===== src/rtl/and_operand_fifo.sv =====
// Operand-pair FWFT FIFO feeding the 4-bit AND stage.
// Head pair is driven on a/b; a/b are forced to zero whenever the FIFO is empty.

module and_operand_fifo_chk #(
   parameter int WIDTH  = 4,
   parameter int DEPTH  = 4,
   parameter int ADDR_W = 2
) (
   input  logic              clk,
   input  logic              rst,
   input  logic [ADDR_W:0]   count,
   input  logic              in_ready,
   input  logic              out_valid,
   input  logic [WIDTH-1:0]  a,
   input  logic [WIDTH-1:0]  b
);
   localparam logic [ADDR_W:0] FULL_CNT = (ADDR_W+1)'(DEPTH);

   a_count_bound: assert property (@(posedge clk) disable iff (rst) count <= FULL_CNT);
   a_valid_count: assert property (@(posedge clk) disable iff (rst) out_valid == (count != '0));
   a_ready_count: assert property (@(posedge clk) disable iff (rst) in_ready == (count != FULL_CNT));
   a_empty_zero:  assert property (@(posedge clk) disable iff (rst) !out_valid |-> (a == '0 && b == '0));
endmodule

module and_operand_fifo #(
   parameter int WIDTH  = 4,
   parameter int DEPTH  = 4,
   parameter int ADDR_W = 2
) (
   input  logic              clk,
   input  logic              rst,
   input  logic              in_valid,
   output logic              in_ready,
   input  logic [WIDTH-1:0]  in1,
   input  logic [WIDTH-1:0]  in2,
   output logic              out_valid,
   input  logic              out_ready,
   output logic [WIDTH-1:0]  a,
   output logic [WIDTH-1:0]  b,
   output logic [ADDR_W:0]   count
);
   localparam logic [ADDR_W:0] FULL_CNT = (ADDR_W+1)'(DEPTH);

   logic [WIDTH-1:0]  mem_a_q [DEPTH];
   logic [WIDTH-1:0]  mem_b_q [DEPTH];
   logic [WIDTH-1:0]  mem_a_d [DEPTH];
   logic [WIDTH-1:0]  mem_b_d [DEPTH];
   logic [ADDR_W-1:0] wr_ptr_q, wr_ptr_d;
   logic [ADDR_W-1:0] rd_ptr_q, rd_ptr_d;
   logic [ADDR_W:0]   count_q, count_d;
   logic              push_s;
   logic              pop_s;

   always_comb begin
      in_ready  = !rst && (count_q != FULL_CNT);
      out_valid = (count_q != '0);
      push_s    = in_valid && in_ready;
      pop_s     = out_valid && out_ready;
      count     = count_q;

      if (out_valid) begin
         a = mem_a_q[rd_ptr_q];
         b = mem_b_q[rd_ptr_q];
      end else begin
         a = '0;
         b = '0;
      end

      wr_ptr_d = wr_ptr_q;
      rd_ptr_d = rd_ptr_q;
      mem_a_d  = mem_a_q;
      mem_b_d  = mem_b_q;

      if (push_s) begin
         mem_a_d[wr_ptr_q] = in1;
         mem_b_d[wr_ptr_q] = in2;
         wr_ptr_d          = wr_ptr_q + ADDR_W'(1);
      end else begin
         wr_ptr_d = wr_ptr_q;
      end

      if (pop_s) begin
         rd_ptr_d = rd_ptr_q + ADDR_W'(1);
      end else begin
         rd_ptr_d = rd_ptr_q;
      end

      // Occupancy is tracked explicitly; pointer equality alone cannot tell full from empty.
      case ({push_s, pop_s})
         2'b10:   count_d = count_q + (ADDR_W+1)'(1);
         2'b01:   count_d = count_q - (ADDR_W+1)'(1);
         default: count_d = count_q;
      endcase
   end

   always_ff @(posedge clk) begin
      if (rst) begin
         wr_ptr_q <= '0;
         rd_ptr_q <= '0;
         count_q  <= '0;
      end else begin
         wr_ptr_q <= wr_ptr_d;
         rd_ptr_q <= rd_ptr_d;
         count_q  <= count_d;
      end
   end

   // Storage is deliberately left uncleared by reset; a/b masking hides stale entries.
   always_ff @(posedge clk) begin
      mem_a_q <= mem_a_d;
      mem_b_q <= mem_b_d;
   end

   and_operand_fifo_chk #(.WIDTH(WIDTH), .DEPTH(DEPTH), .ADDR_W(ADDR_W)) u_chk (
      .clk       (clk),
      .rst       (rst),
      .count     (count_q),
      .in_ready  (in_ready),
      .out_valid (out_valid),
      .a         (a),
      .b         (b)
   );
endmodule

===== config.mk =====
export PLATFORM = sky130hd
export DESIGN_NAME = and_operand_fifo
export DESIGN_NICKNAME = d
export VERILOG_FILES = /design/src/rtl/and_operand_fifo.sv
export SDC_FILE = /design/constraint.sdc
export NUM_CORES = 1
export LEC_CHECK = 0
export ABC_AREA = 1
export ABC_CLOCK_PERIOD_IN_PS = 2000
export CORE_ASPECT_RATIO = 1.4
export CORE_MARGIN = 2
export CORE_UTILIZATION = 53
export CTS_CLUSTER_SIZE = 30
export DETAILED_ROUTE_END_ITERATION = 8
export PLACE_DENSITY = 0.8
export SLEW_MARGIN = 20
export SYNTH_ARGS = -nofsm -noshare
export SYNTH_HDL_FRONTEND = slang
export SYNTH_SLANG_ARGS = --single-unit

===== constraint.sdc =====
create_clock -name clk -period 2 [get_ports clk]
set_clock_uncertainty 0.1 [all_clocks]
set_input_delay 0.4 -clock clk [delete_from_list [all_inputs] [get_ports clk]]
set_output_delay 0.4 -clock clk [all_outputs]
set_load 0.02 [all_outputs]

==> results, run 1 <==
- The run finished with clean final reports.
- The smallest clock period supported by the final layout is computed as approximately 1900 ps.
- The total number of clock tree sinks is 39.
- The worst setup path is captured at an output port.
- For this run, the detailed router's first-pass iteration total came to 4.
- The number of max-cap violations is 0.
- The worst setup path is of the reg -> out kind.
- The initial antenna violation count is 0.
- The post-detailed-route count of antenna-violating nets is 0.
- In the routed design, unresolved DRC markers number 0.
- The upper clock frequency limit is 0.521 GHz.
- The later-pin clock latency in the skew report is 290 ps.
- The final-report max-slew violation count is 0.
- The routed layout has around 1.3k vias.
- The biggest area contributor in the post-synthesis netlist is edfxtp_1.
- The H-tree was split into 2 levels.
- Buffers inserted during clock tree synthesis total 5.
- In the final routed layout, each cell accounts on average for around 14 um.
- Detailed placement finished with a half-perimeter wire length of 2370 um.
- The number of rows in the core area is 24.
- The overall die height is around 71 um.
- Setup violations remaining at the end of the flow were counted as 0.
- The count of hold-fix buffers inserted at cts is 0.
- The die boundary width is between 50 and 60 um.
- The die covers 3700 um2.
- Cells fill a little over two thirds of the core in the end.
- The layout has 233 filler cells.
- The overall track demand over capacity in global routing is a little over a fifth.
- The post-detailed-routing wire length is 3420 um.
- The cell count of the worst reg-to-reg path is 14.
- The number of nets in the final layout is roughly 220.
- The sort of element at the start of the critical path is a flop.
- The largest buffer count on any clock path is 2.
- The DRC violation total after the first TritonRoute iteration is 39.
- In this run, distinct cell masters in the synthesized netlist total 20.
- The standard cell area after detailed placement is ~2100 um2.
- The area growth from synthesis to layout is 27.8%.
- The number of setup buffers added after CTS is 0.
- The area of the placeable core is 3090 um2.
- In the final layout, the share of cells above drive strength 1 is a little over a fifth.
- The final critical-path setup slack is between 80 and 90 ps.
- Each instance of the synthesized netlist takes up on average 10.7 um2.
- The power density over the cells is approximately 1200 nW/um2.
- The first global-routing pass estimated around 5500 um of wire.
- IR analysis of the VDD net gives a maximum drop of between 0.0009 and 0.001 V.
- The number of antenna repair diodes is 0.
- For this run, the number of Yosys warnings is 0.
- The initial standard-cell utilization of the core is between 50% and 60%.
- The number of buffer cells added on primary ports is 24.
- The setup slack after placement is -287 ps.
- The tightest min-delay check is of the in -> reg type.
- The overall power is 2.63 mW.
- The finished layout holds 245 standard cells, fillers aside.
- After layout, the worst path uses between 90% and 100% of the clock period.
- Entering global routing, the biggest net connects 19 pins.
- Of the post-synthesis cell area, the dominant cell type holds 56.3%.
- In this run, placement finished with an instance count of 237.
- Clock tree synthesis selected as its root buffer the cell clkbuf_8.
- After technology mapping, the gate count stands at 160.
- The cell count of the worst hold path is 3.
- The placer congestion estimate is between 0.7 and 0.8.
- The netlist area before placement is about 1700 um2.
- Ranked by total cell area, the synthesized netlist is headed by edfxtp_1, nor2_1, dfxtp_1, a21oi_1, ha_1.
- Counting flops and latches in the post-synthesis netlist gives 39.
- Dividing the detail-routed via count by the number of cells gives 5.22.
- The slew at the pin closest to its max-slew limit is 303 ps.
- The worst slew margin relative to its limit is between 70% and 80%.
- The critical path data required time is around 1500 ps.
- Data arrives at the worst endpoint at 1420 ps.
- 25 I/O pins were placed.
- The final count of hold timing violations was 0.
- The via count of the first global-routing pass came to between 1k and 1.5k.
- For this run the aggregate overflow at the end of global routing stands at 0.
- The share of the Yosys chip area taken by registers is between 60% and 70%.
- Of all nets on the critical path, the largest fanout is 8.
- Clock-pin slew was measured on the worst setup and hold paths at 70 ps.
- The analysis attributes to cell leakage a power of approximately 0.9 nW.
- When the netlist entered floorplanning its net count stood at between 150 and 200.
- The TritonCTS clock tree is built.
- Setup repair after global routing left no endpoint under its margin.
- With fillers left out, the area of the finished cells amounts to ~2200 um2.
## worst paths after layout
path | start | to | slack (ps)
max | rd_ptr_q[1]$_SDFFE_PP0P_ | b[1] | 80
min reg2reg | wr_ptr_q[1]$_SDFFE_PP0P_ | wr_ptr_q[1]$_SDFFE_PP0P_ | 410
min | rst | rd_ptr_q[1]$_SDFFE_PP0P_ | 320
max reg2reg | count[1]$_SDFFE_PP0P_ | count[2]$_SDFFE_PP0P_ | 130
## logic make-up (layout without fill, tap and decap cells)
logic type	count (synthesis)	in the layout	share of synthesized area (%)
simple gates	62	62	14.8
flops	39	39	64.5
compound gates	31	31	9.08
buf+inv	22	68	6.81
fa+ha+maj	6	6	4.84
## state kept, by name, summed over array words and instances, names as in the netlist
name and cells:
rd_ptr_q 2, wr_ptr_q 2, mem_a_q 16, mem_b_q 16, count 3
## critical path, cell delays in order, from the launching register on
cell	delay (ps)
dfxtp_2	330
clkinv_1	70
buf_4	170
nor2_1	130
o21ai_1	80
a21oi_1	180
buf_4	170
## area by class of cell
class	instances	area [um2]	share of cell area [%]
Timing Repair Buffer	42	350	16.1
Multi-Input combinational cell	99	500	22.9
Sequential cell	39	1110	50.7
Tap cell	39	48.8	2.24
Clock buffer	8	100	4.59
Inverter	18	75.1	3.44
## cell usage after synthesis
| master | count |
|---|---|
| nand2_1 | 14 |
| nand3_1 | 5 |
| buf_6 | 1 |
| inv_8 | 1 |
| nand2_2 | 1 |
| nor2_1 | 39 |
| nand3_2 | 1 |
| nand4_1 | 1 |
| nor2_2 | 1 |
| buf_2 | 2 |
| a21oi_1 | 13 |
| dfxtp_1 | 7 |
| o21ai_0 | 9 |
| edfxtp_1 | 32 |
| fa_1 | 1 |
| clkinv_1 | 1 |
| ha_1 | 5 |
| buf_12 | 1 |
| o21ai_1 | 9 |
| inv_1 | 16 |
## cells in the final DEF (no fill, tap or decap), types with 7 or more instances in the layout
master,synthesis,final
nand2_1,14,13
a21oi_1,13,13
o21ai_0,9,9
clkdlybuf4s50_1,0,13
o21ai_1,9,9
clkbuf_8,0,7
buf_2,2,7
nor2_1,39,39
buf_4,0,18
inv_1,16,15
edfxtp_1,32,32
## report_power, final
group	leakage (nW)	switching (mW)	internal, mW
sequential	0.350	0.0483	0.954
combinational	0.489	0.655	0.414
clock	0.0515	0.246	0.314
## metrics by stage
step	TNS, ps	hold slack, ps
after global routing	0	336
after CTS	0	413
final	0	317
after global placement	-287	386
after floorplan	0	369
after detailed placement	-710	404
## routing by layer
layer | global-route usage [%] | routed length [um]
met1 | 19.7 | 1220
met2 | 38.3 | 1890
met3 | 5.70 | 187
met4 | 12.6 | 114
met5 | 0 | 0
## timing repair
action                                  in CTS  in global routing
endpoints found under the setup margin      10                  5
hold endpoints to repair                     0                  0
cloned                                       0                  0
gates resized for setup                     31                 13
pin swaps                                    0                  1
Power figures use the tool's default switching activity.
==> inputs of run 2 (changes only) <==
--- a/config.mk
+++ b/config.mk
@@ -8,7 +8,7 @@
 export ABC_AREA = 1
 export ABC_CLOCK_PERIOD_IN_PS = 2000
 export CORE_ASPECT_RATIO = 1.4
-export CORE_MARGIN = 2
+export CORE_MARGIN = 5
 export CORE_UTILIZATION = 53
 export CTS_CLUSTER_SIZE = 30
 export DETAILED_ROUTE_END_ITERATION = 8
==> run 2 against run 1 <==
  * Sequential power barely moved
  * Maximum frequency rose by 2.3%
  * Highest routed layer unchanged
  * Largest cell class unchanged
  * Setup slack improved by 43 ps
  * Critical endpoint is now b[3]
  * Sequential cell count did not move
  * Worst hold slack improved by 100 ps
  * Non-clock buffer count did not move
  * Critical path type unchanged
==> results, run 2 (synthesis gave the netlist of run 1 again) <==
- STA classifies the critical path startpoint as a flop.
- The initial antenna violation count was 0 (unchanged).
- The delay of the slowest cell on the worst path is 360 ps (+30 ps).
- The worst slew margin relative to its limit is 78.6% (-1.2 points).
- Walking the worst path, the cells encountered are nor2_4, nand2_2, inv_1, a21oi_1, buf_4.
- Relative to the synthesized area, the layout overhead comes to 30.5%.
- The flow ran to the end, and the final reports show no timing, DRC or antenna violations.
- The post-detailed-route count of antenna-violating nets is 0 (unchanged).
- The total number of clock tree sinks is 39 (unchanged).
- The number of search-and-repair iterations in the first detailed-routing pass was 4 (unchanged).
- The global-route wire length before repair is 5240 um (-4.2%).
- The initial standard-cell utilization of the core was 54.7% (-0.53 points).
- The number of max-cap violations was 0 (unchanged).
- The most frequent standard cell in the layout excluding fill and tap cells is nor2_1.
- The number of inserted filler cells in the final layout came to 233 (unchanged).
- The leakage power total was 0.892 nW (+0.16%).
- The number of nets in the final layout is 223 (unchanged).
- TritonCTS built the clock tree.
- The total die area is 4470 um2 (+21%).
- The overall track demand over capacity in global routing is 16.0% (-5.0 points).
- The via count is 1244 (-2.7%).
- The total DRC errors in the routed layout came to 0 (unchanged).
- Setup repair after global routing could not meet its margin everywhere.
- The number of buffers created by CTS is 5 (unchanged).
- The via count of the first global-routing pass is 1266 (-1.9%).
- The clock tree root driver cell is clkbuf_8.
- The die boundary width is 58.0 um (+12%).
- In the final layout, the registers with the most flip-flops are mem_a_q: 16 flops, mem_b_q: 16 flops, count: 3 flops.
- The number of rows in the core area is 24 (unchanged).
- The final design area excluding fillers is 2230 um2 (+2.2%).
- The number of H-tree levels is 2 (unchanged).
- The clock input transition at the sequential cells of the worst setup and hold paths is 70 ps (about the same).
- The final-report max-slew violation count was 0 (unchanged).
- The number of buffer cells added on primary ports was 24 (unchanged).
- The standard cell area after detailed placement is 2100 um2 (-0.36%).
- The number of buffers inserted to repair setup after CTS is 0 (unchanged).
- The share of cells above drive strength 1 came to 23.3% (+1.5 points).
- The DRC violation total after the first TritonRoute iteration came to 67 (+72%).
- The number of antenna repair diodes is 0 (unchanged).
- The global-route congestion overflow total came to 0 (unchanged).
- The setup slack after placement is -212 ps (+75.0 ps).
- The overall die height is 77.2 um (+8.4%).
- The arrival time at the worst endpoint is 1380 ps (-40 ps).
- The HPWL reported at the end of detailed placement is 2370 um (+0.29%).
- The critical path is of the reg -> out type.
- The later-pin clock latency in the skew report is 280 ps (about the same).
- The setup-violating endpoint count in the final report is 0 (unchanged).
- The total negative setup slack is 0 ps (unchanged).
- The largest buffer count on any clock path is 2 (unchanged).
- The final clock period utilization by the worst path is 93.8% (-2.2 points).
- The upper clock frequency limit came to 0.533 GHz (+2.3%).
- In the layout the commonest cells are nor2_1, edfxtp_1, buf_4, inv_1, clkdlybuf4s50_1.
- The number of vias per cell after detailed routing is 5.08 (-2.7%).
- The power density over the cells is 1240 nW/um2 (+2.5%).
- The pin count of the biggest net entering global routing was 19 (unchanged).
- The worst min-delay path category is reg -> reg.
- The area of the placeable core is 3120 um2 (+0.97%).
- The slew at the pin closest to its max-slew limit is 321 ps (+17.4 ps).
- The placer congestion estimate is 0.742 (-2.4%).
- The post-detailed-routing wire length is 3400 um (-0.41%).
- The critical path data required time came to 1500 ps (about the same).
- The final count of hold timing violations came to 0 (unchanged).
- The final critical-path setup slack is 124 ps (+43.1 ps).
- The top fanout value on the critical path was 8 (unchanged).
- The routed length per placed instance was 13.9 um (-0.41%).
- The worst vdd rail ir drop is 0.000913 V (-2.0%).
- The standard cell with the maximum stage delay on the critical path is dfxtp_4.
- The sort of element at the end of the critical path is an output port.
- The post-route minimum period is 1880 ps (-43.1 ps).
- The count of pins on the block boundary is 25 (unchanged).
==> run 2: timing repair <==
action,4_1_cts,5_1_grt
endpoints found under the setup margin,10,8
hold buffers,0,0
gates cloned,0,1
resized for setup,19,32
pin swaps,0,2
==> run 2: power by group <==
part	total (mW)	internal, mW	switching [mW]	leakage, nW
Clock	0.610	0.365	0.245	0.0556
Sequential	1.02	0.963	0.0546	0.351
Combinational	1.13	0.462	0.667	0.486
==> run 2: final cells by class <==
type                    count  area (um2)  share of cell area, %
clock buffers               5        68.8                   3.09
clock inverters             3        38.8                   1.74
inverters                  18        75.1                   3.37
multi-input cells          99         509                   22.8
flip-flops and latches     39        1110                   50.0
well taps                  39        48.8                   2.19
repair buffers             42         374                   16.8
==> run 2: through the flow <==
step | util, % | instances | power, mW | hold slack (ps)
after global routing | 71.4 | 245 | 2.94 | 441
after global placement | 67.2 | 236 | 2.12 | 386
final | 71.4 | 245 | 2.76 | 417
after detailed placement | 67.2 | 236 | 2.16 | 414
after floorplan | - | 160 | 1.66 | 369
after CTS | 69.9 | 244 | 2.67 | 422
==> run 2: path summary, 6_finish.rpt <==
| kind | from | slack, ps | depth (start not counted) | to |
|---|---|---|---|---|
| min reg2reg | wr_ptr_q[1]$_SDFFE_PP0P_ | 420 | 2 | wr_ptr_q[1]$_SDFFE_PP0P_ |
| max reg2reg | count[1]$_SDFFE_PP0P_ | 190 | 14 | count[2]$_SDFFE_PP0P_ |
| min | wr_ptr_q[1]$_SDFFE_PP0P_ | 420 | 2 | wr_ptr_q[1]$_SDFFE_PP0P_ |
| max | count[0]$_SDFFE_PP0P_ | 120 | 5 | b[3] |
==> run 2: per-layer routing <==
metal  global-route usage (%)  wire, um  vias up
li1                         -         -      627
met1                     14.2      1210      561
met2                     30.0      1880       48
met3                     3.36       222        8
met4                     11.4        92        0
met5                        0         0        -
==> run 2: critical path, delay by kind of cell, from the launching register on <==
| kind | cells | cell delay, ps |
|---|---|---|
| DFF | 1 | 360 |
| buffers and inverters | 2 | 430 |
| and+or+nand+nor | 2 | 210 |
| AOI/OAI and AO/OA | 1 | 100 |
